### config.mk
export PLATFORM = sky130hd
export DESIGN_NAME = signed_div
export DESIGN_NICKNAME = d
export VERILOG_FILES = /design/src/rtl/signed_div.sv
export SDC_FILE = /design/constraint.sdc
export NUM_CORES = 1
export LEC_CHECK = 0
export CORE_ASPECT_RATIO = 0.5
export CORE_MARGIN = 5
export CORE_UTILIZATION = 45
export CTS_CLUSTER_SIZE = 30
export DETAILED_ROUTE_END_ITERATION = 7
export MAX_ROUTING_LAYER = met4
export SYNTH_ARGS = -nofsm -noshare
export SYNTH_HDL_FRONTEND = slang
export SYNTH_SLANG_ARGS = --single-unit
export TNS_END_PERCENT = 10
### constraint.sdc
create_clock -name clock -period 4.4 [get_ports clock]
set_input_delay 0.88 -clock clock [delete_from_list [all_inputs] [get_ports clock]]
set_output_delay 0.88 -clock clock [all_outputs]
set_load 0.05 [all_outputs]
### src/rtl/signed_div.sv
// Sequential signed multiply/divide unit: restoring divide (64/32) or shift-add multiply (32x32),
// one iteration per clock, operands handled as unsigned magnitudes with signs reapplied at completion.
module signed_div (
    output logic [63:0] result,
    output logic        valid,
    input  logic [31:0] opera1,
    input  logic [63:0] opera2,
    input  logic        clock,
    input  logic        reset,
    input  logic        start,
    input  logic        muordi
);

    localparam logic [1:0] IDLE = 2'd0;
    localparam logic [1:0] BUSY = 2'd1;
    localparam logic [1:0] DONE = 2'd2;

    logic [1:0]  state;
    logic [6:0]  cnt;
    logic        mode;
    logic        neg_q;
    logic        neg_r;
    logic        neg_p;
    logic        div_zero;
    logic [31:0] dz_low;

    logic [63:0] quo;
    logic [31:0] rem;
    logic [31:0] dvs;

    logic [63:0] acc;
    logic [63:0] mcand;
    logic [31:0] mplier;

    logic [63:0] dvd_abs;
    logic [31:0] op1_abs;
    logic [31:0] op2lo_abs;
    logic [32:0] rem_sh;
    logic        fits;
    logic [31:0] rem_next;
    logic [63:0] quo_signed;
    logic [31:0] rem_signed;
    logic [63:0] prod_signed;
    logic [6:0]  last_cnt;

    // Magnitudes of the extreme negatives (-2^63, -2^31) are still exact as unsigned values.
    assign dvd_abs   = opera2[63] ? (~opera2 + 64'd1) : opera2;
    assign op1_abs   = opera1[31] ? (~opera1 + 32'd1) : opera1;
    assign op2lo_abs = opera2[31] ? (~opera2[31:0] + 32'd1) : opera2[31:0];

    assign rem_sh   = {rem, quo[63]};
    assign fits     = rem_sh >= {1'b0, dvs};
    // A restored remainder is always below the divisor, so the low 32 bits of the difference are exact.
    assign rem_next = fits ? (rem_sh[31:0] - dvs) : rem_sh[31:0];

    assign quo_signed  = neg_q ? (~quo + 64'd1) : quo;
    assign rem_signed  = neg_r ? (~rem + 32'd1) : rem;
    assign prod_signed = neg_p ? (~acc + 64'd1) : acc;
    assign last_cnt    = mode ? 7'd64 : 7'd32;

    always_ff @(posedge clock) begin
        if (reset) begin
            state    <= IDLE;
            result   <= 64'd0;
            valid    <= 1'b0;
            cnt      <= 7'd0;
            mode     <= 1'b0;
            neg_q    <= 1'b0;
            neg_r    <= 1'b0;
            neg_p    <= 1'b0;
            div_zero <= 1'b0;
            dz_low   <= 32'd0;
            quo      <= 64'd0;
            rem      <= 32'd0;
            dvs      <= 32'd0;
            acc      <= 64'd0;
            mcand    <= 64'd0;
            mplier   <= 32'd0;
        end else begin
            case (state)
                IDLE, DONE: begin
                    if (start) begin
                        mode     <= muordi;
                        neg_q    <= opera2[63] ^ opera1[31];
                        neg_r    <= opera2[63];
                        neg_p    <= opera2[31] ^ opera1[31];
                        div_zero <= (opera1 == 32'd0);
                        dz_low   <= opera2[31:0];
                        quo      <= dvd_abs;
                        rem      <= 32'd0;
                        dvs      <= op1_abs;
                        acc      <= 64'd0;
                        mcand    <= {32'd0, op1_abs};
                        mplier   <= op2lo_abs;
                        cnt      <= 7'd0;
                        valid    <= 1'b0;
                        state    <= BUSY;
                    end
                end
                BUSY: begin
                    if (cnt == last_cnt) begin
                        if (!mode)
                            result <= prod_signed;
                        else if (div_zero)
                            result <= {dz_low, 32'hFFFF_FFFF};
                        else
                            result <= {rem_signed, quo_signed[31:0]};
                        valid <= 1'b1;
                        state <= DONE;
                    end else begin
                        cnt <= cnt + 7'd1;
                        if (mode) begin
                            rem <= rem_next;
                            quo <= {quo[62:0], fits};
                        end else begin
                            if (mplier[0])
                                acc <= acc + mcand;
                            mcand  <= {mcand[62:0], 1'b0};
                            mplier <= {1'b0, mplier[31:1]};
                        end
                    end
                end
                default: state <= IDLE;
            endcase
        end
    end

endmodule

Word level (Yosys, flattened, before mapping)
Cells that the tools add are included.

Register bits after elaboration: 399. Bits of input ports: 100. Output and inout bits: 65. Logic and storage cells: 95.

$add $sub $neg: 9. Magnitude comparators: 1. Eq/ne operators: 9. Mux-type cells: 40. Bitwise logic cells: 8. Reduce and logical (&&, ||, !) cells: 12.

Operators with widths (count): two-way mux 64 bit (14); case mux 64 bit (2 select lines) (3); two-way mux 32 bit (11); adder 32 x 1 -> 32 bit, second input constant (4); adder 64 x 1 -> 64 bit, second input constant (2); inverter 32 bit (4); inverter 64 bit (2); case mux 32 bit (2 select lines) (2); adder 64 bit (1); greater-or-equal comparator 33 x 32 -> 1 bit (1); logical NOT 32 bit (1); subtractor 32 bit (1); two-way mux 7 bit (3); case mux 7 bit (2 select lines) (1); != test 2 bit, second input constant (6); AND reduction 4 bit (2); adder 7 x 1 -> 7 bit, second input constant (1); == test 7 bit (1); AND reduction 2 bit (3); AND reduction 3 bit (2); AND reduction 5 bit (1); two-way mux 2 bit (2); case mux 2 bit (2 select lines) (1); == test 2 x 1 -> 1 bit, second input constant (1); 7 further kinds (9).

Depth between registers and ports, before layout
Gate-level depths: netlist (run 1).

Depth in word-level cells: 5. Mapped depth: 15. Depth with buffers taken out: 14.

Worst setup path after synthesis (run 1)
Ideal clock, no wire load.

Path kind: in2reg. From: input opera2[10]. To: register quo[31]. Library setup time: 0.078 ns. Arrival: 3.601 ns. Data required time: 4.322 ns. Path slack: 0.721 ns. Stages on the path: 11. Path buffers: 1. Path through: clkbuf_1 nor4_1 nand4_1 or2_2 or3_1 or3_1 nor3_1 ha_1 a211oi_1 a211oi_1 nor3_1.

Longest elaborated chain between the ends: 5.

Ends and longest elaborated chain: from (decl) (line 7) `input logic [63:0] opera2,`; inverter 64 bit (line 47) `assign dvd_abs = opera2[63] ? (~opera2 + 64'd1) : opera2;`; adder 64 x 1 -> 64 bit (line 47); two-way mux 64 bit (line 47); two-way mux 64 bit (line 82) `if (start) begin`; case mux 64 bit (2 select lines) (line 80) `case (state)`; to (signal assigned) (line 89) `quo <= dvd_abs;`; to (signal assigned) (line 114) `quo <= {quo[62:0], fits};`; to (decl) (line 27) `logic [63:0] quo;`.

No other way between the ends. The select of a mux whose other input is x is not followed. A chain may end at the register's enable or synchronous reset.

Worst setup path in the final report (run 1)
From: register acc[0]. To: register acc[60].

Longest elaborated chain between the ends: 5.

Ends and longest elaborated chain: from (decl) (line 31) `logic [63:0] acc;`; from (signal assigned) (line 117) `acc <= acc + mcand;`; adder 64 bit (line 117); two-way mux 64 bit (line 116) `if (mplier[0])`; two-way mux 64 bit (line 112) `if (mode) begin`; two-way mux 64 bit (line 101) `if (cnt == last_cnt) begin`; case mux 64 bit (2 select lines) (line 80).

No other way between the ends. The select of a mux whose other input is x is not followed.

==> metrics.csv, run 1 <==
metric,value,unit
synth_fa_ha_area_frac,0.0507,
finalCritPeriodShare,0.925,
io_pins,165,
synth_area_per_cell,7.51,µm²
yosys.area.top_type,dfxtp_1,
h-tree-depth,2,
cts_setup_buffers,0,
core-area,57500,µm²
die_area,63500,µm²
clk-insertion-delay-late,590,ps
grt_pass1_vias,23920,
synth_seq_cells,399,
gp_congestion,0.995,
cts.path.max_buffers,3,
synthSimpleGateAreaFrac,0.207,
r2r_cells,14,
ant_nets,0,
drtIter0Drc,2544,
cts.sinks,399,
cts.clk_slew.worst_paths,70,ps
viasPerCell,6.04,
fin_nets,3752,
synth-xor-area-share,0.110,
vias,26257,
yosysMostFrequentCell,nand2_1,
rr_startpoint,acc[0],
synthMuxAreaShare,0.0134,
power.total,9.63,mW
die_w,351,µm
yosys-top-cells-count,"nand2_1, dfxtp_1, a21oi_1, nor2_1, clkbuf_1",
hpwl,74000,µm
finalSetupTns,0,ps
yosys.cell_types.count,71,
hold_depth,2,
yosys_warnings,0,
async_reset_ff_frac,0,
drcViolationCount,0,
max_freq,0.246,GHz
maxCapViolations,0,
synth-compound-area-share,0.268,
grt_pass1_wl,150000,µm
initial_utilization,0.456,
pre_cts_ws,65.3,ps
ctsResizeCount,0,
setup_violations,0,
synth_top_family_by_area,compound AO/OA/AOI/OAI gates,
postCtsHoldBufs,0,
synth_area,26200,µm²
root_buffer,clkbuf_16,
grt_overflow,0,
hold_path_startpoint,result[57],
critPathMaxFanout,7,
ys_seq_area_frac,0.305,
worst_ep_required_time,4880,ps
arrival,4550,ps
cts_tree,built,
nFillCells,5637,
timing.hold.ws,453,ps
vdd_drop_max,302,µV
hold_violations,0,
period_minus_slack,4070,ps
grtUsageTotal,0.311,
syn_nets,3694,
synth.area.top_cells,"dfxtp_1, nand2_1, a21oi_1",
synth_edf_count,0,
rows,62,
cts_buffers,41,
fin_skew,23.3,ps
startpoint_type,register,
wl,99400,µm
ys.flop_type,dfxtp_1,
portBuffers,164,
worst_slew_pin_slew,1100,ps
relSlewSlack,0.269,
min_to,result[57],
p_per_area,319,nW/µm²
outcome,"finished, final reports clean",
drive_gt1_frac,0.0617,
syn_to_final_growth,15.2,%
ff2ff_setup_slack,330,ps
die_y,181,µm
dr.pass1.iters,6,
cp-end-kind,register,
leakage,11.7,nW
grt_max_degree,237,
antenna_found_initial,1,
hold_path_class,reg2reg,
worstSetupPathType,reg2reg,
timing.rr.end,acc[60],
slew_viol_final,0,
routedWlPerCell,22.9,µm
setup_ws,328,ps
rsz0062_at_grt,false,
synth_top_area_frac,0.305,
synthCells,3489,
==> cell type report <==
| type | instances | area [µm²] | area share |
|---|---|---|---|
| Clock buffer | 52 | 1130 | 0.0374 |
| Timing Repair Buffer | 265 | 2420 | 0.0803 |
| Multi-Input combinational cell | 2768 | 17100 | 0.566 |
| Antenna cell | 1 | 2.50 | 0.0000829 |
| Inverter | 72 | 270 | 0.00895 |
| Sequential cell | 399 | 7990 | 0.265 |
| Clock inverter | 23 | 318 | 0.0105 |
| Tap cell | 768 | 961 | 0.0318 |
==> cell usage in the layout (no fill, tap or decap), types with 35 or more instances in the layout <==
master	n
a22oi_1	35
a21o_1	74
xnor2_1	159
o31ai_1	60
nand2_1	589
nand3_1	82
or4_1	36
a211oi_1	97
mux2i_1	35
clkbuf_16	41
xor2_1	169
dfxtp_1	396
a21oi_1	367
o211ai_1	127
o21ai_0	163
nor3_1	42
clkdlybuf4s50_1	162
ha_1	103
or3_1	50
nor2_1	255
o221ai_1	37
inv_1	72
buf_4	99
==> cell families (layout without fill, tap and decap cells) <==
kind of cell / count (synthesis) / after routing
other cells: 0 / 1
mux: 35 / 35
xor+xnor: 328 / 328
flops: 399 / 399
compound gates: 1085 / 1085
fa+ha+maj: 105 / 105
buf+inv: 322 / 412
simple gates: 1215 / 1215
==> state kept, by name, summed over array words and instances (netlist names) <==
| name | flops |
|---|---|
| acc | 64 |
| cnt | 7 |
| div_zero | 1 |
| dvs | 32 |
| dz_low | 32 |
| mcand | 64 |
| mode | 1 |
| mplier | 32 |
| neg_p | 1 |
| neg_q | 1 |
| neg_r | 1 |
| quo | 64 |
| rem | 32 |
| result | 64 |
| state | 2 |
| valid | 1 |
==> how the worst max path moves through the flow <==
stage                          start      end  slack, ps  cells after the start
final                         acc[0]  acc[60]        330                     14
after global routing          acc[0]  acc[60]        280                     14
after CTS                     acc[0]  acc[60]        470                     14
after detailed placement   opera2[1]  quo[58]         70                     13
after global placement     opera2[1]  quo[58]        150                     13
after floorplan           opera2[10]  quo[31]        720                     11
==> metal layers <==
layer	track usage	vias up	share of wire
li1	-	12602	-
met1	0.458	12573	0.48
met2	0.427	963	0.40
met3	0.0799	119	0.098
met4	0.0620	0	0.020
met5	-	-	0
==> critical path: stages (launching register included) <==
cell and delay [ps]:
dfxtp_1 460, ha_1 240, inv_1 60, fa_1 400, nor2b_1 170, o31ai_1 130
a21oi_1 390, o31a_1 320, o21ai_0 150, a211oi_1 440, buf_4 200, o21bai_1 130
a211oi_1 550, mux2i_1 250, nand2_1 60
==> per-stage QoR <==
step,cells,area (µm²),util
floorplan,3489,26200,-
global placement,4272,28700,0.500
detailed placement,4272,28700,0.500
CTS,4347,30200,0.525
global route,4348,30200,0.525
finish,4348,30200,0.525
==> power breakdown <==
part	switching, mW	internal, mW	total (mW)
Sequential	0.201	3.78	3.98
Combinational	1.15	0.640	1.79
Clock	1.66	2.19	3.85
Total	3.02	6.61	9.63
(Power assumes the default switching activity.)
==> run 2: changes to the inputs <==
- RECOVER_POWER: not set -> 25
==> metrics.csv, run 2 (synthesis gave the netlist of run 1 again) <==
metric,value,unit
vias,26214,
routedWlPerCell,22.9,µm
io_pins,165,
die_y,181,µm
timing.rr.end,acc[60],
pwr-share-seq,0.413,
layout_commonest_cell,nand2_1,
cts.clk_slew.worst_paths,70,ps
hold_depth,2,
hold_violations,0,
startpoint_type,register,
fin_skew,22.0,ps
drtIter0Drc,2549,
worstSetupPathType,reg2reg,
fin_util,0.524,
finalSetupTns,0,ps
rows,62,
nFillCells,5647,
setup_violations,0,
clkPwrFrac,0.401,
dr.pass1.iters,7,
setup_ws,315,ps
gp_congestion,0.995,
outcome,"finished, violations left",
hold_path_class,reg2reg,
worst_slew_pin_slew,2500,ps
die_area,63500,µm²
period_minus_slack,4080,ps
multi_input_area,17100,µm²
arrival,4560,ps
viasPerCell,6.03,
finalCritPeriodShare,0.928,
ctsResizeCount,0,
pre_cts_ws,65.3,ps
drive_gt1_frac,0.0604,
max_freq,0.245,GHz
crit_end,acc[60],
wl,99400,µm
core-area,57500,µm²
vdd_drop_max,301,µV
pwr-share-comb,0.186,
final_cell_mix,"nand2_1, dfxtp_1, a21oi_1",
grt_max_degree,237,
p_sw,3.02,mW
cts_tree,built,
rsz0062_at_grt,false,
ff2ff_setup_slack,320,ps
h-tree-depth,2,
cts.sinks,399,
cts_buffers,41,
ant_nets,0,
slew_viol_final,377,
r2r_cells,14,
cts_setup_buffers,0,
hpwl,74000,µm
violations,"max-capacitance violations, max-slew violations",
die_w,351,µm
initial_utilization,0.456,
cts.path.max_buffers,3,
grt_pass1_wl,150000,µm
grtUsageTotal,0.311,
worst_ep_required_time,4880,ps
intPower,6.61,mW
drcViolationCount,0,
syn_to_final_growth,15.0,%
maxCapViolations,6,
root_buffer,clkbuf_16,
antenna_found_initial,1,
clk-insertion-delay-late,580,ps
critPathMaxFanout,7,
worstSetupStartpoint,acc[0],
portBuffers,164,
p_per_area,319,nW/µm²
seqCellArea,7990,µm²
grt_overflow,0,
postCtsHoldBufs,0,
relSlewSlack,-0.669,
cp-end-kind,register,
switching_share,0.314,
leakage,11.9,nW
grt_pass1_vias,23920,
fin_nets,3752,
rr_startpoint,acc[0],
==> run 2: changes by cell type in the layout (fill, tap and decap cells not counted), sizes merged <==
cell and delta:
clkdlybuf4s50 -41, diode +1, buf -4, clkbuf +4, dlygate4sd3 +41
==> run 2: metal layers <==
layer | track usage | vias up | share of wire
met5 | - | - | 0
met4 | 0.0620 | 0 | 0.020
met3 | 0.0799 | 115 | 0.095
met2 | 0.427 | 923 | 0.40
met1 | 0.458 | 12572 | 0.48
li1 | - | 12604 | -
==> run 2: area by class of cell <==
cell class	instances	area share
antenna	2	0.000166
clock buffer	52	0.0374
clock inverter	23	0.0105
inverter	72	0.00896
multi-input combinational	2768	0.566
sequential	399	0.265
tap	768	0.0319
timing repair buffer	265	0.0797
==> run 2: critical path, cell delays in order (launching register included) <==
cell and delay (ps):
dfxtp_1 460, ha_1 240, inv_1 60, fa_1 400, nor2b_1 170, o31ai_1 130
a21oi_1 410, o31a_1 330, o21ai_0 150, a211oi_1 420, buf_4 200, o21bai_1 130
a211oi_1 550, mux2i_1 250, nand2_1 60
==> run 2: metrics by stage <==
step | instance area [µm²] | power [mW] | hold slack (ps) | cells
after detailed placement | 28700 | 5.80 | 444 | 4272
after floorplan | 26200 | 5.15 | 432 | 3489
final | 30100 | 9.63 | 449 | 4349
after global routing | 30100 | 10.0 | 469 | 4348
after CTS | 30200 | 9.66 | 456 | 4347
after global placement | 28700 | 5.79 | 442 | 4272
==> run 2: worst min path at each step <==
stage | startpoint | to
2_1_floorplan | quo[36] | quo[36]
3_3_place_gp | result[39] | result[39]
3_5_place_dp | result[6] | result[6]
4_1_cts | quo[33] | quo[33]
5_1_grt | mplier[31] | mplier[31]
6_report | result[57] | result[57]
==> run 2: power groups by stage <==
stage / registers [mW] / clock network [mW] / logic, mW
finish: 3.98 / 3.86 / 1.79
global route: 4.00 / 4.08 / 1.96
CTS: 3.97 / 3.92 / 1.76
detailed placement: 4.05 / 0 / 1.75
global placement: 4.05 / 0 / 1.75
floorplan: 3.94 / 0 / 1.21
